[config.mk]
export PLATFORM = sky130hd
export DESIGN_NAME = pu_tag_result_buf
export DESIGN_NICKNAME = d
export VERILOG_FILES = /design/src/rtl/pu_tag_result_buf.sv
export SDC_FILE = /design/constraint.sdc
export NUM_CORES = 1
export LEC_CHECK = 0
export CORE_MARGIN = 2
export CORE_UTILIZATION = 30
export CTS_CLUSTER_SIZE = 14
export DETAILED_ROUTE_END_ITERATION = 16
export PLACE_DENSITY_LB_ADDON = 0.15
export SLEW_MARGIN = 20
export SYNTH_ARGS = -nofsm -noshare
export SYNTH_HDL_FRONTEND = slang
export SYNTH_SLANG_ARGS = --single-unit
[constraint.sdc]
create_clock -name clk -period 14.3 [get_ports clk]
set_clock_uncertainty 0.05 [all_clocks]
set_input_delay 4.29 -clock clk [delete_from_list [all_inputs] [get_ports clk]]
set_output_delay 4.29 -clock clk [all_outputs]
set_load 0.02 [all_outputs]
[src/rtl/pu_tag_result_buf.sv]
`default_nettype none
// ============================================================================
// Module      : pu_tag_result_buf
// Description : Per-PU tag-lookup result buffer. Captures up to MAX_RESULTS
//               RCI result words and the completion status of each PU's
//               lookup, and serves PU reads of the tag-lookup response
//               window. PU writes to the tag-lookup request address are
//               snooped so each new lookup starts from a clean entry.
// Ports       : clk, rst                 - clock, synchronous active-high reset
//               tag_lookup_valid/result/result_num/result_pid
//                                        - one result word per cycle
//               tag_lookup_status_valid/status/status_pid
//                                        - lookup completion
//               io_req[NUM_OF_PU]        - per-PU access strobe
//               io_cmd[NUM_OF_PU]        - per-PU command {wr, addr, wdata}
//               io_ack[NUM_OF_PU]        - one-cycle acknowledge
//               io_ack_data[NUM_OF_PU]   - read data, zero unless io_ack
// Revision    : 1.0 - initial release
// ============================================================================
module pu_tag_result_buf #(
    parameter int NUM_OF_PU   = 8,
    parameter int WIDTH_NBITS = 32,
    parameter int MAX_RESULTS = 8,
    parameter int RCI_NBITS   = 16,
    parameter int PU_ID_NBITS = 3,
    parameter int ADDR_NBITS  = 12,
    parameter logic [ADDR_NBITS-5:0] TAG_LOOKUP_REQ  = 8'h10,
    parameter logic [ADDR_NBITS-5:0] TAG_LOOKUP_RESP = 8'h11,
    localparam int c_CMD_NBITS = 1 + ADDR_NBITS + WIDTH_NBITS
) (
    input  logic                                    clk,
    input  logic                                    rst,
    input  logic                                    tag_lookup_valid,
    input  logic [RCI_NBITS-1:0]                    tag_lookup_result,
    input  logic [2:0]                              tag_lookup_result_num,
    input  logic [PU_ID_NBITS-1:0]                  tag_lookup_result_pid,
    input  logic                                    tag_lookup_status_valid,
    input  logic [3:0]                              tag_lookup_status,
    input  logic [PU_ID_NBITS-1:0]                  tag_lookup_status_pid,
    input  logic [NUM_OF_PU-1:0]                    io_req,
    input  logic [NUM_OF_PU-1:0][c_CMD_NBITS-1:0]   io_cmd,
    output logic [NUM_OF_PU-1:0]                    io_ack,
    output logic [NUM_OF_PU-1:0][WIDTH_NBITS-1:0]   io_ack_data
);

    localparam int c_SEL_NBITS = ADDR_NBITS - 4;

    genvar p;
    generate
        for (p = 0; p < NUM_OF_PU; p++) begin : g_pu
            // Command decode
            logic                   w_wr;
            logic [ADDR_NBITS-1:0]  w_addr;
            logic [c_SEL_NBITS-1:0] w_sel;
            logic [3:0]             w_off;
            logic [2:0]             w_idx;
            logic                   w_unused_wdata;
            logic                   w_start;
            logic                   w_resp_acc;
            logic                   w_status_rd;
            logic                   w_res_hit;
            logic                   w_st_hit;
            logic [3:0]             w_num_p1;
            logic [31:0]            w_status_word;
            logic [WIDTH_NBITS-1:0] w_rd_data;

            // Entry state
            logic [RCI_NBITS-1:0]   r_res [MAX_RESULTS];
            logic [3:0]             r_cnt;
            logic [3:0]             r_status;
            logic                   r_done;
            logic                   r_busy;
            logic                   r_ack;
            logic [WIDTH_NBITS-1:0] r_ack_data;

            assign w_wr           = io_cmd[p][c_CMD_NBITS-1];
            assign w_addr         = io_cmd[p][c_CMD_NBITS-2 -: ADDR_NBITS];
            assign w_sel          = w_addr[ADDR_NBITS-1:4];
            assign w_off          = w_addr[3:0];
            assign w_idx          = 3'(w_off - 4'd1);
            // Write data is never stored by this block
            assign w_unused_wdata = ^io_cmd[p][WIDTH_NBITS-1:0];

            assign w_start     = io_req[p] & w_wr & (w_sel == TAG_LOOKUP_REQ);
            assign w_resp_acc  = io_req[p] & (w_sel == TAG_LOOKUP_RESP);
            assign w_status_rd = w_resp_acc & ~w_wr & (w_off == 4'd0);
            assign w_res_hit   = tag_lookup_valid &
                                 (tag_lookup_result_pid == PU_ID_NBITS'(p));
            assign w_st_hit    = tag_lookup_status_valid &
                                 (tag_lookup_status_pid == PU_ID_NBITS'(p));
            assign w_num_p1    = {1'b0, tag_lookup_result_num} + 4'd1;

            // Read mux works on pre-update state, so a same-cycle capture
            // is not visible to the read issued in that cycle.
            always_comb begin
                w_status_word        = 32'h0;
                w_status_word[31]    = r_done;
                w_status_word[30]    = r_busy;
                w_status_word[11:8]  = r_cnt;
                w_status_word[3:0]   = r_status;
                w_rd_data            = '0;
                if (!w_wr) begin
                    if (w_off == 4'd0) begin
                        w_rd_data[31:0] = w_status_word;
                    end else if (w_off <= 4'd8) begin
                        if ({1'b0, w_idx} < r_cnt) begin
                            w_rd_data[RCI_NBITS-1:0] = r_res[w_idx];
                        end
                    end
                end
            end

            always_ff @(posedge clk) begin
                if (rst) begin
                    r_cnt      <= 4'd0;
                    r_status   <= 4'd0;
                    r_done     <= 1'b0;
                    r_busy     <= 1'b0;
                    r_ack      <= 1'b0;
                    r_ack_data <= '0;
                end else begin
                    r_ack      <= w_resp_acc;
                    r_ack_data <= w_resp_acc ? w_rd_data : '0;
                    if (w_start) begin
                        // A new lookup discards any same-cycle capture
                        r_cnt    <= 4'd0;
                        r_status <= 4'd0;
                        r_done   <= 1'b0;
                        r_busy   <= 1'b1;
                    end else begin
                        if (w_res_hit && (w_num_p1 > r_cnt)) begin
                            r_cnt <= w_num_p1;
                        end
                        if (w_st_hit) begin
                            // Set of done takes priority over read-clear
                            r_status <= tag_lookup_status;
                            r_done   <= 1'b1;
                            r_busy   <= 1'b0;
                        end else if (w_status_rd) begin
                            r_done <= 1'b0;
                        end
                    end
                end
            end

            // Result words need no reset: slots at or above cnt read as 0
            always_ff @(posedge clk) begin
                if (w_res_hit && !w_start) begin
                    r_res[tag_lookup_result_num] <= tag_lookup_result;
                end
            end

            assign io_ack[p]      = r_ack;
            assign io_ack_data[p] = r_ack_data;
        end
    endgenerate

endmodule
`default_nettype wire

==> implementation parameters, run 1 <==
Parameter                              Value

Power
  Leakage power total    about 20 nW
  Power density over the cells    139 mW/mm2
  Largest vdd supply drop    ~0.12 mV

Layout
  Final Core Density    36.5%
  Layout cell share with drive strength beyond 1    just under 20%
  Synth-to-layout area growth    21.2%
  Total number of nets in the final design    ~3,600
  Area of all placed cells without fillers    around 0.06 mm2

Job
  Maximum capacitance violations    0

Timing
  Worst-case headroom to the max-slew limit    about a quarter
  Setup Viol. Count Final    0
  Final hold violation count    0
  Transition time of the tightest slew-check pin    ~1.1 ns
  Max Slew Vio Count    0
  Final period util    between 50 and 60%
  Final TNS setup    0 ns
  Fmax    roughly 0.12 GHz
  Min Clock Period, post-route    8.35 ns
  RSZ-0062 raised after global routing    no

Floorplanning
  Number of core rows    about 150
  Die area    0.164 mm2
  Height of the chip    about 410 um
  Starting density of the core    a little under a third
  Width of the die    approximately 410 um
  Area of the core    ~0.16 mm2
  IO Count    665

Routing
  Starting DRT DRC Count    slightly below 2,000
  Routed length per placed instance    approximately 25 um
  Met2 Wirelength    around 64 mm
  Routed Wire Length    135 mm
  Number of vias per cell after detailed routing    between 4 and 5
  Met1 wire length    between 60 and 70 mm
  Met3 routed wirelength    about 8.2 mm
  DRC violations left    0
  Highest metal layer with signal wires    met5
  Number of detailed-routing iterations run before antenna repair    6
  Number of antenna-violating nets in the routed design    0
  Total vias in the final route    around 26,000

Global routing
  Global-route wire length before repair    between 150 and 200 mm
  Antenna violations before repair    8
  Maximum number of pins on one net before global-route repair    65
  Vias in the first global route    about 27,000
  Congestion Overflow GR    0
  Combined global-route utilization of all metal layers    16.4%

Setup path
  Critical Path Slowest Stage Cell    ha_1
  Longest individual stage delay on the worst path    around 0.95 ns
  Count of buffering cells on the critical path with inverters included    4
  Arrival time at the worst endpoint    8.93 ns
  Critical path data required time    14.88 ns
  Worst setup path class    input port to register
  Cell breakdown of the critical path    clkdlybuf4s50_1 > buf_4 > inv_2 > ha_1 > inv_2 > ha_1 > a21boi_0 > o21ai_0 > a21oi_1 > or4b_1 > o2bb2ai_1
  Worst Path Max Fanout    18
  Dominant delay contributor by cell family on the critical path    buffers and inverters
  Capturing element type of the critical path    register
  Startpoint Class    input port

CTS
  Number of buffers added for setup after CTS    0
  Maximum count of clock buffers along a single path    3
  Number of buffers inserted by hold repair at cts    0
  CTS Root Cell    clkbuf_16
  Post-CTS Resized    0
  Maximum level of the CTS H-tree    4
  Clock-pin slew reported for the worst setup and hold paths after clock tree synthesis    about 0.060 ns
  CTS tree    yes
  TritonCTS Buffers    143
  Clock network latency to the later pin of the worst-skew pair    roughly 0.75 ns
  Clock sink total    around 1,300

Yosys
  Share of synthesized area spent on multiplexers    approximately 14%
  Register area share after synthesis    approximately 73%
  Synthesized-area fraction occupied by ao, oa, aoi and oai cells    2.77%
  Syn Std Cell Area    roughly 0.048 mm2
  Number of distinct standard cells referenced by the synthesized netlist    between 50 and 60
  Primary flip-flop cell chosen by synthesis mapping    edfxtp_1
  Total of flip-flops plus latches after synthesis    roughly 1,300
  Synthesized area per cell    between 15 and 20 um2
  Main combinational cell family by area after synthesis    multiplexers
  FFs w/ async S/R, synth    0%
  Number of synthesized flops with an enable pin    between 1,000 and 1,500
  Simple-Gate Fraction of Synth Area    under 10%
  Syn Inst Count    between 2,000 and 3,000
  Area share of fa/ha/maj cells after synthesis    under 10%
  Total of warnings raised by yosys    0
  Xor and xnor area share after synthesis    less than 1%

Placement
  Standard cell area after detailed placement    0.0539 mm2
  HPWL after DPL    83.4 mm
  Placer congestion estimate    roughly 0.77
  PortBufs    296

Outcome
  Status    finished clean

Min path
  Type of the most critical hold path    register to register
## worst reg2reg max path, cell delays in order (launching register included)
cell and delay [ns]:
dfxtp_1 0.41, inv_1 0.11, ha_1 0.30, a21boi_0 0.12, o21ai_0 0.19, a21oi_1 0.14, or4b_1 0.87, o2bb2ai_1 0.45
## cell usage after synthesis, drive strengths merged (2+ instances only)
| master | n | share of area [%] |
|---|---|---|
| nor3b | 2 | 0.031 |
| o21ai | 38 | 0.39 |
| xnor2 | 13 | 0.24 |
| inv | 65 | 0.50 |
| o221a | 4 | 0.093 |
| nor2b | 11 | 0.14 |
| clkinv | 8 | 0.062 |
| o22ai | 4 | 0.052 |
| nand2 | 198 | 1.5 |
| buf | 174 | 2.5 |
| or4b | 5 | 0.10 |
| nand4b | 3 | 0.054 |
| and2 | 17 | 0.22 |
| o2111ai | 2 | 0.036 |
| a2111oi | 2 | 0.062 |
| nor3 | 3 | 0.041 |
| mux2i | 114 | 2.4 |
| ha | 65 | 1.7 |
| or3 | 3 | 0.039 |
| nor4b | 11 | 0.20 |
| a21boi | 4 | 0.062 |
| a211oi | 8 | 0.12 |
| nand2b | 14 | 0.18 |
| nand4 | 6 | 0.078 |
| or3b | 2 | 0.036 |
| clkbuf | 42 | 0.33 |
| xor2 | 2 | 0.036 |
| mux4 | 256 | 12 |
| nand3 | 13 | 0.13 |
| nor2 | 153 | 1.2 |
| edfxtp | 1024 | 64 |
| and4b | 6 | 0.12 |
| a21oi | 104 | 1.1 |
| o211ai | 4 | 0.062 |
| o2bb2ai | 40 | 0.72 |
| dfxtp | 232 | 9.6 |
| nand3b | 13 | 0.20 |
| and4 | 2 | 0.036 |
| a21o | 4 | 0.062 |
## area by class of cell
cell class,count,area (um2)
Antenna cell,7,17.5
Clock buffer,194,3990
Clock inverter,69,663
Fill cell,15000,102000
Inverter,73,274
Multi-Input combinational cell,1243,11800
Sequential cell,1256,35400
Tap cell,2160,2700
Timing Repair Buffer,417,3770
## cell families after synthesis
kind of cell             Yosys count
adder cells (fa/ha/maj)           65
AO/OA/AOI/OAI                    215
flip-flops                      1256
buffers and inverters            289
multiplexers                     370
XOR/XNOR                          15
other                              1
AND/OR/NAND/NOR                  466
## path summary, 6_finish.rpt
kind | from | cells after the start | end | slack, ns
setup / recovery | io_cmd[347] | 11 | g_pu[7].r_ack_data[8]$_SDFF_PP0_ | 5.95
hold / removal | g_pu[0].r_busy$_SDFFE_PP0P_ | 2 | g_pu[0].r_busy$_SDFFE_PP0P_ | 0.40
hold reg to reg | g_pu[0].r_busy$_SDFFE_PP0P_ | 2 | g_pu[0].r_busy$_SDFFE_PP0P_ | 0.40
setup reg to reg | g_pu[5].r_cnt[1]$_SDFFE_PP0P_ | 7 | g_pu[5].r_ack_data[11]$_SDFF_PP0_ | 11.54
## stage by stage
stage	setup slack, ns	hold slack (ns)	total power, mW	instances
finish	5.95	0.402	8.12	5419
floorplan	6.72	0.373	4.38	2788
global route	5.61	0.413	8.40	5412
global placement	4.99	0.391	4.57	5149
CTS	5.86	0.401	8.23	5412
detailed placement	5.04	0.393	4.58	5149
## per-layer routing
metal,up-vias,global-route usage [%]
met2,908,26.2
met1,13300,22.8
met5,-,0
met4,4,4.41
met3,191,3.14
li1,11100,-
## state kept, by name (all words and copies together) (netlist names)
| signal | cells |
|---|---|
| g_pu.r_done | 8 |
| g_pu.r_res | 1024 |
| g_pu.r_ack_data | 144 |
| g_pu.r_cnt | 32 |
| g_pu.r_busy | 8 |
| g_pu.r_status | 32 |
| g_pu.r_ack | 8 |
## report_power, final
group,leakage [nW],switching [mW],internal [mW]
Clock,2.28,1.46,2.17
Combinational,6.15,0.313,0.197
Sequential,11.1,0.00763,3.98
Total,19.5,1.78,6.34
## cell usage in the layout, fill, tap and decap left out, types with 14 or more instances in the layout
cell type        netlist  routed
dfxtp_1              232     232
mux4_2               256     256
o21ai_0               36      36
nand2_1              198     198
o2bb2ai_1             40      40
conb_1                 1     112
clkdlybuf4s50_1        0     275
mux2i_1              114     114
clkinv_2               0      27
ha_1                  65      65
clkbuf_16              0     150
clkbuf_1              42      37
buf_4                121     121
and2_1                17      17
a21oi_1              104     104
nand2b_1              14      14
edfxtp_1            1024    1024
clkinv_1               8      26
nor2_1               152     151
inv_1                 52      52
buf_2                 49      21
Note: power is estimated with default switching activity, not from simulation.
==> run 2, diff against run 1 <==
==> constraint.sdc (replaced) <==
create_clock -name clk -period 8.4 [get_ports clk]
set_clock_uncertainty 0.05 [all_clocks]
set_input_delay 2.52 -clock clk [delete_from_list [all_inputs] [get_ports clk]]
set_output_delay 2.52 -clock clk [all_outputs]
set_load 0.02 [all_outputs]
==> run 2 against run 1 <==
Clock power rose by 71%. Critical path depth decreased by 1. Combinational power up 71%. Global-route usage up 0.090 points. Setup slack lost 3.6 ns. Largest cell class unchanged. Largest power group unchanged.
==> implementation parameters, run 2 (same netlist as run 1, synthesis figures left out) <==
Parameter                              Value

Min path
  Worst hold endpoint    g_pu[4].r_busy$_SDFFE_PP0P_
  Number of stages on the worst hold path    2 (unchanged)
  Startpoint of the lowest-slack hold path    g_pu[4].r_busy$_SDFFE_PP0P_
  Type of the most critical hold path    register to register

Floorplanning
  Width of the die    405 um (unchanged)
  IO Count    665 (unchanged)
  Area of the core    0.160 mm2 (unchanged)
  Number of core rows    147 (unchanged)
  Starting density of the core    30.1% (unchanged)
  Die area    0.164 mm2 (unchanged)
  Height of the chip    405 um (unchanged)

Layout
  Total number of nets in the final design    3,601 (+0.028%)
  Synth-to-layout area growth    21.2% (about the same)
  Post-route non-filler standard cell count    5,420 (+0.018%)
  Number of filler instances in the final layout    15,100 (+0.41%)
  Most common library cell in the layout ignoring fill and taps    edfxtp_1
  Commonest non-fill, non-tap cells in the layout    edfxtp_1, clkdlybuf4s50_1, mux4_2, dfxtp_1, nand2_1
  Top flop regs    g_pu.r_res: 1024 flops, g_pu.r_ack_data: 144 flops
  Flip-flop count of the largest register, all copies and words added    1,024 (unchanged)
  Area of all placed cells without fillers    0.0586 mm2 (about the same)
  Register area    0.0354 mm2 (unchanged)
  Area of the multi-input gates    0.0118 mm2 (about the same)
  Reg with most FFs    g_pu.r_res
  Layout cell share with drive strength beyond 1    19.5% (about the same)

Setup path
  Reg2Reg Capture Point    g_pu[7].r_ack_data[10]$_SDFF_PP0_
  Worst reg2reg startpoint    g_pu[7].r_cnt[1]$_SDFFE_PP0P_
  Critical path data required time    8.95 ns (-5.93 ns)
  Worst reg2reg setup slack    5.60 ns (-5.94 ns)
  Startpoint Class    input port
  Arrival time at the worst endpoint    6.64 ns (-2.29 ns)
  Worst setup path class    input port to register
  Capturing element type of the critical path    register
  R2R cell count    7 (unchanged)
  Worst Path Max Fanout    16 (-2)

CTS
  CTS tree    yes
  Maximum count of clock buffers along a single path    3 (unchanged)
  TritonCTS Buffers    143 (unchanged)
  Post-CTS Resized    0 (unchanged)
  Maximum level of the CTS H-tree    4 (unchanged)
  Clock network latency to the later pin of the worst-skew pair    0.75 ns (about the same)
  Number of buffers added for setup after CTS    0 (unchanged)
  CTS Root Cell    clkbuf_16
  Clock-pin slew reported for the worst setup and hold paths after clock tree synthesis    0.06 ns (about the same)
  Clock sink total    1,256 (unchanged)
  Number of buffers inserted by hold repair at cts    0 (unchanged)

Placement
  Standard cell area after detailed placement    0.0539 mm2 (about the same)
  HPWL after DPL    83.4 mm (about the same)
  PortBufs    296 (unchanged)
  Placer congestion estimate    0.784 (+1.9%)
  Inst Count DP    5,150 (+0.019%)

Timing
  Fmax    ~0.16 GHz
  Final period util    about 73%
  RSZ-0062 raised after global routing    no
  Setup Viol. Count Final    0 (unchanged)
  Max Slew Vio Count    0 (unchanged)
  Min Clock Period, post-route    around 6 ns
  Final hold violation count    0 (unchanged)
  Final TNS setup    0 ns (unchanged)
  Worst-case headroom to the max-slew limit    23.1% (-3.2 points)
  Transition time of the tightest slew-check pin    1.14 ns (+0.0435 ns)

Power
  Power density over the cells    236 mW/mm2 (+71%)
  Leakage power total    19.5 nW (+0.13%)
  Largest vdd supply drop    0.146 mV (+24%)

Global routing
  Congestion Overflow GR    0 (unchanged)
  Combined global-route utilization of all metal layers    16.5% (+0.090 points)
  Antenna violations before repair    13 (+5)
  Vias in the first global route    27,000 (+1.1%)
  Maximum number of pins on one net before global-route repair    65 (unchanged)
  Global-route wire length before repair    192 mm (+0.52%)

Routing
  Starting DRT DRC Count    1,902 (-2.3%)
  Total vias in the final route    25,600 (+0.30%)
  Number of detailed-routing iterations run before antenna repair    5 (-1)
  Number of vias per cell after detailed routing    4.72 (+0.28%)
  Routed Wire Length    135 mm (+0.14%)
  DRC violations left    0 (unchanged)
  Routed length per placed instance    25.0 um (+0.13%)
  Number of antenna-violating nets in the routed design    0 (unchanged)

Outcome
  Status    finished clean

Job
  Maximum capacitance violations    0 (unchanged)
-- run 2: worst max path at each step --
stage / from / end / slack (ns) / cells past startpoint
3_3_place_gp: io_cmd[122] / g_pu[2].r_ack_data[8]$_SDFF_PP0_ / 1.53 / 10
5_1_grt: io_cmd[38] / g_pu[0].r_ack_data[8]$_SDFF_PP0_ / 2.16 / 7
4_1_cts: io_cmd[38] / g_pu[0].r_ack_data[11]$_SDFF_PP0_ / 2.28 / 7
2_1_floorplan: io_cmd[122] / g_pu[2].r_ack_data[10]$_SDFF_PP0_ / 2.59 / 14
6_report: io_cmd[347] / g_pu[7].r_ack_data[10]$_SDFF_PP0_ / 2.31 / 10
3_5_place_dp: io_cmd[38] / g_pu[0].r_ack_data[11]$_SDFF_PP0_ / 1.48 / 7
-- run 2: area by class of cell --
| type | instances | area share, % |
|---|---|---|
| antenna | 6 | 0.0256 |
| clock buffer | 198 | 6.88 |
| clock inverter | 66 | 1.13 |
| inverter | 73 | 0.467 |
| multi-input combinational | 1243 | 20.1 |
| sequential | 1256 | 60.4 |
| tap | 2160 | 4.61 |
| timing repair buffer | 418 | 6.43 |
-- run 2: worst max-delay path, cell delays in order --
cell and delay (ns):
clkdlybuf4s50_1 0.50, inv_2 0.18, ha_1 0.27, xnor2_1 0.90, clkinv_1 0.26, ha_1 0.33
o21ai_0 0.07, a21oi_1 0.18, or4b_1 0.89, o2bb2ai_1 0.52
-- run 2: power breakdown --
part / switching [mW] / internal, mW / leakage, nW
clock: 2.48 / 3.73 / 2.30
sequential: 0.0130 / 6.77 / 11.1
combinational: 0.535 / 0.335 / 6.16
total: 3.03 / 10.8 / 19.5
-- run 2: metrics by stage --
step / setup slack [ns] / hold WS [ns] / util [%] / power, mW
6_report: 2.31 / 0.399 / 36.6 / 13.9
5_1_grt: 2.16 / 0.419 / 36.5 / 14.4
4_1_cts: 2.28 / 0.402 / 36.5 / 14.1
3_5_place_dp: 1.48 / 0.390 / 33.6 / 7.80
3_3_place_gp: 1.53 / 0.390 / 33.6 / 7.78
2_1_floorplan: 2.59 / 0.373 / - / 7.45
-- run 2: per-layer routing --
layer  up-vias  wire length [um]  track usage (%)
li1      11100                 -                -
met1     13300             59500             22.4
met2       951             62400             25.9
met3       215              9730             3.93
met4         4              3690             5.26
met5         -                22                0
==> run 3, diff against run 2 <==
==> constraint.sdc (replaced) <==
create_clock -name clk -period 5.61 [get_ports clk]
set_clock_uncertainty 0.05 [all_clocks]
set_input_delay 1.683 -clock clk [delete_from_list [all_inputs] [get_ports clk]]
set_output_delay 1.683 -clock clk [all_outputs]
set_load 0.02 [all_outputs]
==> run 3 against run 2 <==
Sequential share of layout area shrank 0.30 points. Cell area grew 0.49%. Routed wire length grew 1.9%. Clock power grew 51%. Final cell count grew 0.66%. Non-clock buffer count grew 33. Total power grew 50%. Sequential power grew 50%. Via count grew 0.66%. Critical path type unchanged. Largest cell class unchanged. Highest routed layer unchanged.
==> implementation parameters, run 3 (same netlist as run 1, synthesis figures left out) <==
Parameter                              Value

Layout
  Most common library cell in the layout ignoring fill and taps    edfxtp_1
  Final Core Density    36.7% (+0.18 points)
  Number of filler instances in the final layout    15,100 (-0.086%)
  Flip-flop count of the largest register, all copies and words added    1,024 (unchanged)
  Reg with most FFs    g_pu.r_res
  Layout cell share with drive strength beyond 1    20.3% (+0.74 points)
  Synth-to-layout area growth    21.8%
  Register area    0.0354 mm2 (unchanged)
  Total number of nets in the final design    3,633 (+0.89%)
  Post-route non-filler standard cell count    5,456 (+0.66%)
  Commonest non-fill, non-tap cells in the layout    edfxtp_1, clkdlybuf4s50_1, mux4_2, dfxtp_1, nand2_1
  Area of the multi-input gates    0.0118 mm2 (-0.19%)
  Top flop regs    g_pu.r_res: 1024 flops, g_pu.r_ack_data: 144 flops

Floorplanning
  Number of core rows    147 (unchanged)
  Width of the die    405 um (unchanged)
  Height of the chip    405 um (unchanged)
  Starting density of the core    30.1% (unchanged)
  Area of the core    0.160 mm2 (unchanged)
  Die area    0.164 mm2 (unchanged)
  IO Count    665 (unchanged)

Setup path
  Critical Path Slowest Stage Cell    or4b_1
  R2R cell count    7 (unchanged)
  Worst Path Max Fanout    16 (unchanged)
  Arrival time at the worst endpoint    4.79 ns (-1.85 ns)
  Longest individual stage delay on the worst path    0.80 ns (-0.10 ns)
  Worst reg2reg setup slack    2.89 ns (-2.71 ns)
  Depth of the critical timing path with buffers and inverters included    11 (+1)
  Critical path capture point    g_pu[7].r_ack_data[4]$_SDFF_PP0_
  Count of buffering cells on the critical path with inverters included    4 (+1)
  Critical path data required time    6.19 ns (-2.76 ns)
  Dominant delay contributor by cell family on the critical path    buffers and inverters
  Reg2Reg Capture Point    g_pu[3].r_ack_data[13]$_SDFF_PP0_
  Worst reg2reg startpoint    g_pu[3].r_cnt[1]$_SDFFE_PP0P_
  Cell breakdown of the critical path    clkdlybuf4s50_1 > inv_2 > ha_1 > xnor2_1 > buf_4 > clkinv_1 > ha_1 > o21ai_0 > a21oi_1 > or4b_1 > a21oi_1
  Startpoint Class    input port
  Capturing element type of the critical path    register
  Critical Path Start    io_cmd[347]
  Worst setup path class    input port to register

CTS
  Post-CTS Resized    0 (unchanged)
  Maximum level of the CTS H-tree    4 (unchanged)
  Clock-pin slew reported for the worst setup and hold paths after clock tree synthesis    0.06 ns (about the same)
  TritonCTS Buffers    142 (-0.70%)
  CTS tree    yes
  Clock network latency to the later pin of the worst-skew pair    0.77 ns (+0.02 ns)
  Maximum count of clock buffers along a single path    3 (unchanged)
  Number of buffers added for setup after CTS    0 (unchanged)
  Number of buffers inserted by hold repair at cts    0 (unchanged)
  Clock sink total    1,256 (unchanged)
  CTS Root Cell    clkbuf_16

Timing
  Final TNS setup    0 ns (unchanged)
  Transition time of the tightest slew-check pin    1.05 ns (-0.0953 ns)
  Setup Viol. Count Final    0 (unchanged)
  RSZ-0062 raised after global routing    no
  Fmax    0.238 GHz
  Min Clock Period, post-route    4.21 ns
  Final period util    75.0%
  Hold WS    0.396 ns (-0.00351 ns)
  Worst-case headroom to the max-slew limit    29.8% (+6.7 points)
  Final hold violation count    0 (unchanged)
  Max Slew Vio Count    0 (unchanged)

Routing
  Number of detailed-routing iterations run before antenna repair    5 (unchanged)
  Starting DRT DRC Count    2,062 (+8.4%)
  DRC violations left    0 (unchanged)
  Number of vias per cell after detailed routing    4.72 (about the same)
  Total vias in the final route    25,800 (+0.66%)
  Number of antenna-violating nets in the routed design    0 (unchanged)
  Routed length per placed instance    25.3 um (+1.2%)
  Routed Wire Length    138 mm (+1.9%)

Power
  Power density over the cells    354 mW/mm2 (+50%)
  Gate power share    6.4% (about the same)
  Sw power    4.60 mW (+52%)
  Largest vdd supply drop    0.312 mV (+110%)
  Part of the total power dissipated in sequential elements    48.7% (-0.2 points)
  Sum of internal, switching and leakage power    20.8 mW (+50%)
  Internal power    16.2 mW (+50%)
  Switching power as a share of total power    22.1% (+0.23 points)
  Leakage power total    19.7 nW (+0.85%)
  Power share of the clock group    44.9% (about the same)

Placement
  HPWL after DPL    87.9 mm (+5.4%)
  Placer congestion estimate    0.789 (+0.65%)
  Inst Count DP    5,183 (+0.64%)
  PortBufs    296 (unchanged)

Global routing
  Congestion Overflow GR    0 (unchanged)
  Antenna violations before repair    14 (+1)
  Maximum number of pins on one net before global-route repair    65 (unchanged)
  Combined global-route utilization of all metal layers    16.7% (+0.24 points)
  Global-route wire length before repair    195 mm (+1.4%)
  Vias in the first global route    26,900 (-0.37%)

Min path
  Type of the most critical hold path    register to register

Job
  Maximum capacitance violations    0 (unchanged)

Outcome
  Status    finished clean
## run 3: cell count changes in the layout (fill, tap and decap cells not counted), moves of 3 or more
cell / change
buf_4: +33
clkbuf_16: -4
clkbuf_8: +3
clkinv_1: -3
clkinv_2: -4
clkinv_8: +4
## run 3: power by group through the flow
stage	Combinational [mW]	Sequential [mW]	Clock, mW
5_1_grt	1.45	10.2	9.98
3_3_place_gp	1.34	10.3	0
4_1_cts	1.36	10.2	9.61
2_1_floorplan	0.814	10.3	0
3_5_place_dp	1.36	10.4	0
6_report	1.33	10.2	9.35
## run 3: per-layer routing
layer / routed length [um] / vias to the layer above / part of all wire [%] / GRT usage (%)
met1: 62300 / 13500 / 45 / 23.2
met3: 8710 / 201 / 6.3 / 3.47
met4: 2930 / 8 / 2.1 / 4.44
met5: 53 / - / 0.038 / 0
met2: 64000 / 887 / 46 / 26.5
li1: - / 11200 / - / -
## run 3: final cells by class
type	count	share of cell area (%)
Tap cell	2160	4.59
Sequential cell	1256	60.1
Timing Repair Buffer	451	6.85
Antenna cell	8	0.0340
Clock buffer	198	6.75
Inverter	73	0.465
Clock inverter	67	1.28
Multi-Input combinational cell	1243	19.9
## run 3: metrics by stage
stage	worst slack (ns)	cell area [um2]
after floorplan	0.633	48800
after global placement	0.553	54200
after detailed placement	0.626	54200
after CTS	1.43	58900
after global routing	1.20	58900
final	1.40	58900
## run 3: worst min-delay path by stage
stage | from | end | slack (ns) | depth (start not counted)
finish | g_pu[0].r_busy$_SDFFE_PP0P_ | g_pu[0].r_busy$_SDFFE_PP0P_ | 0.40 | 2
CTS | g_pu[7].r_busy$_SDFFE_PP0P_ | g_pu[7].r_busy$_SDFFE_PP0P_ | 0.40 | 2
global placement | g_pu[0].r_busy$_SDFFE_PP0P_ | g_pu[0].r_busy$_SDFFE_PP0P_ | 0.39 | 2
floorplan | g_pu[0].r_done$_SDFFE_PP0P_ | g_pu[0].r_ack_data[31]$_SDFF_PP0_ | 0.37 | 1
global route | g_pu[6].r_busy$_SDFFE_PP0P_ | g_pu[6].r_busy$_SDFFE_PP0P_ | 0.41 | 2
detailed placement | g_pu[7].r_busy$_SDFFE_PP0P_ | g_pu[7].r_busy$_SDFFE_PP0P_ | 0.39 | 2
## run 3: worst reg2reg max path, cell delays in order (launching register included)
cell,delay (ns)
dfxtp_1,0.37
inv_1,0.08
ha_1,0.28
a21boi_0,0.12
o21ai_0,0.18
a21oi_1,0.15
or4b_1,0.89
a21oi_1,0.45
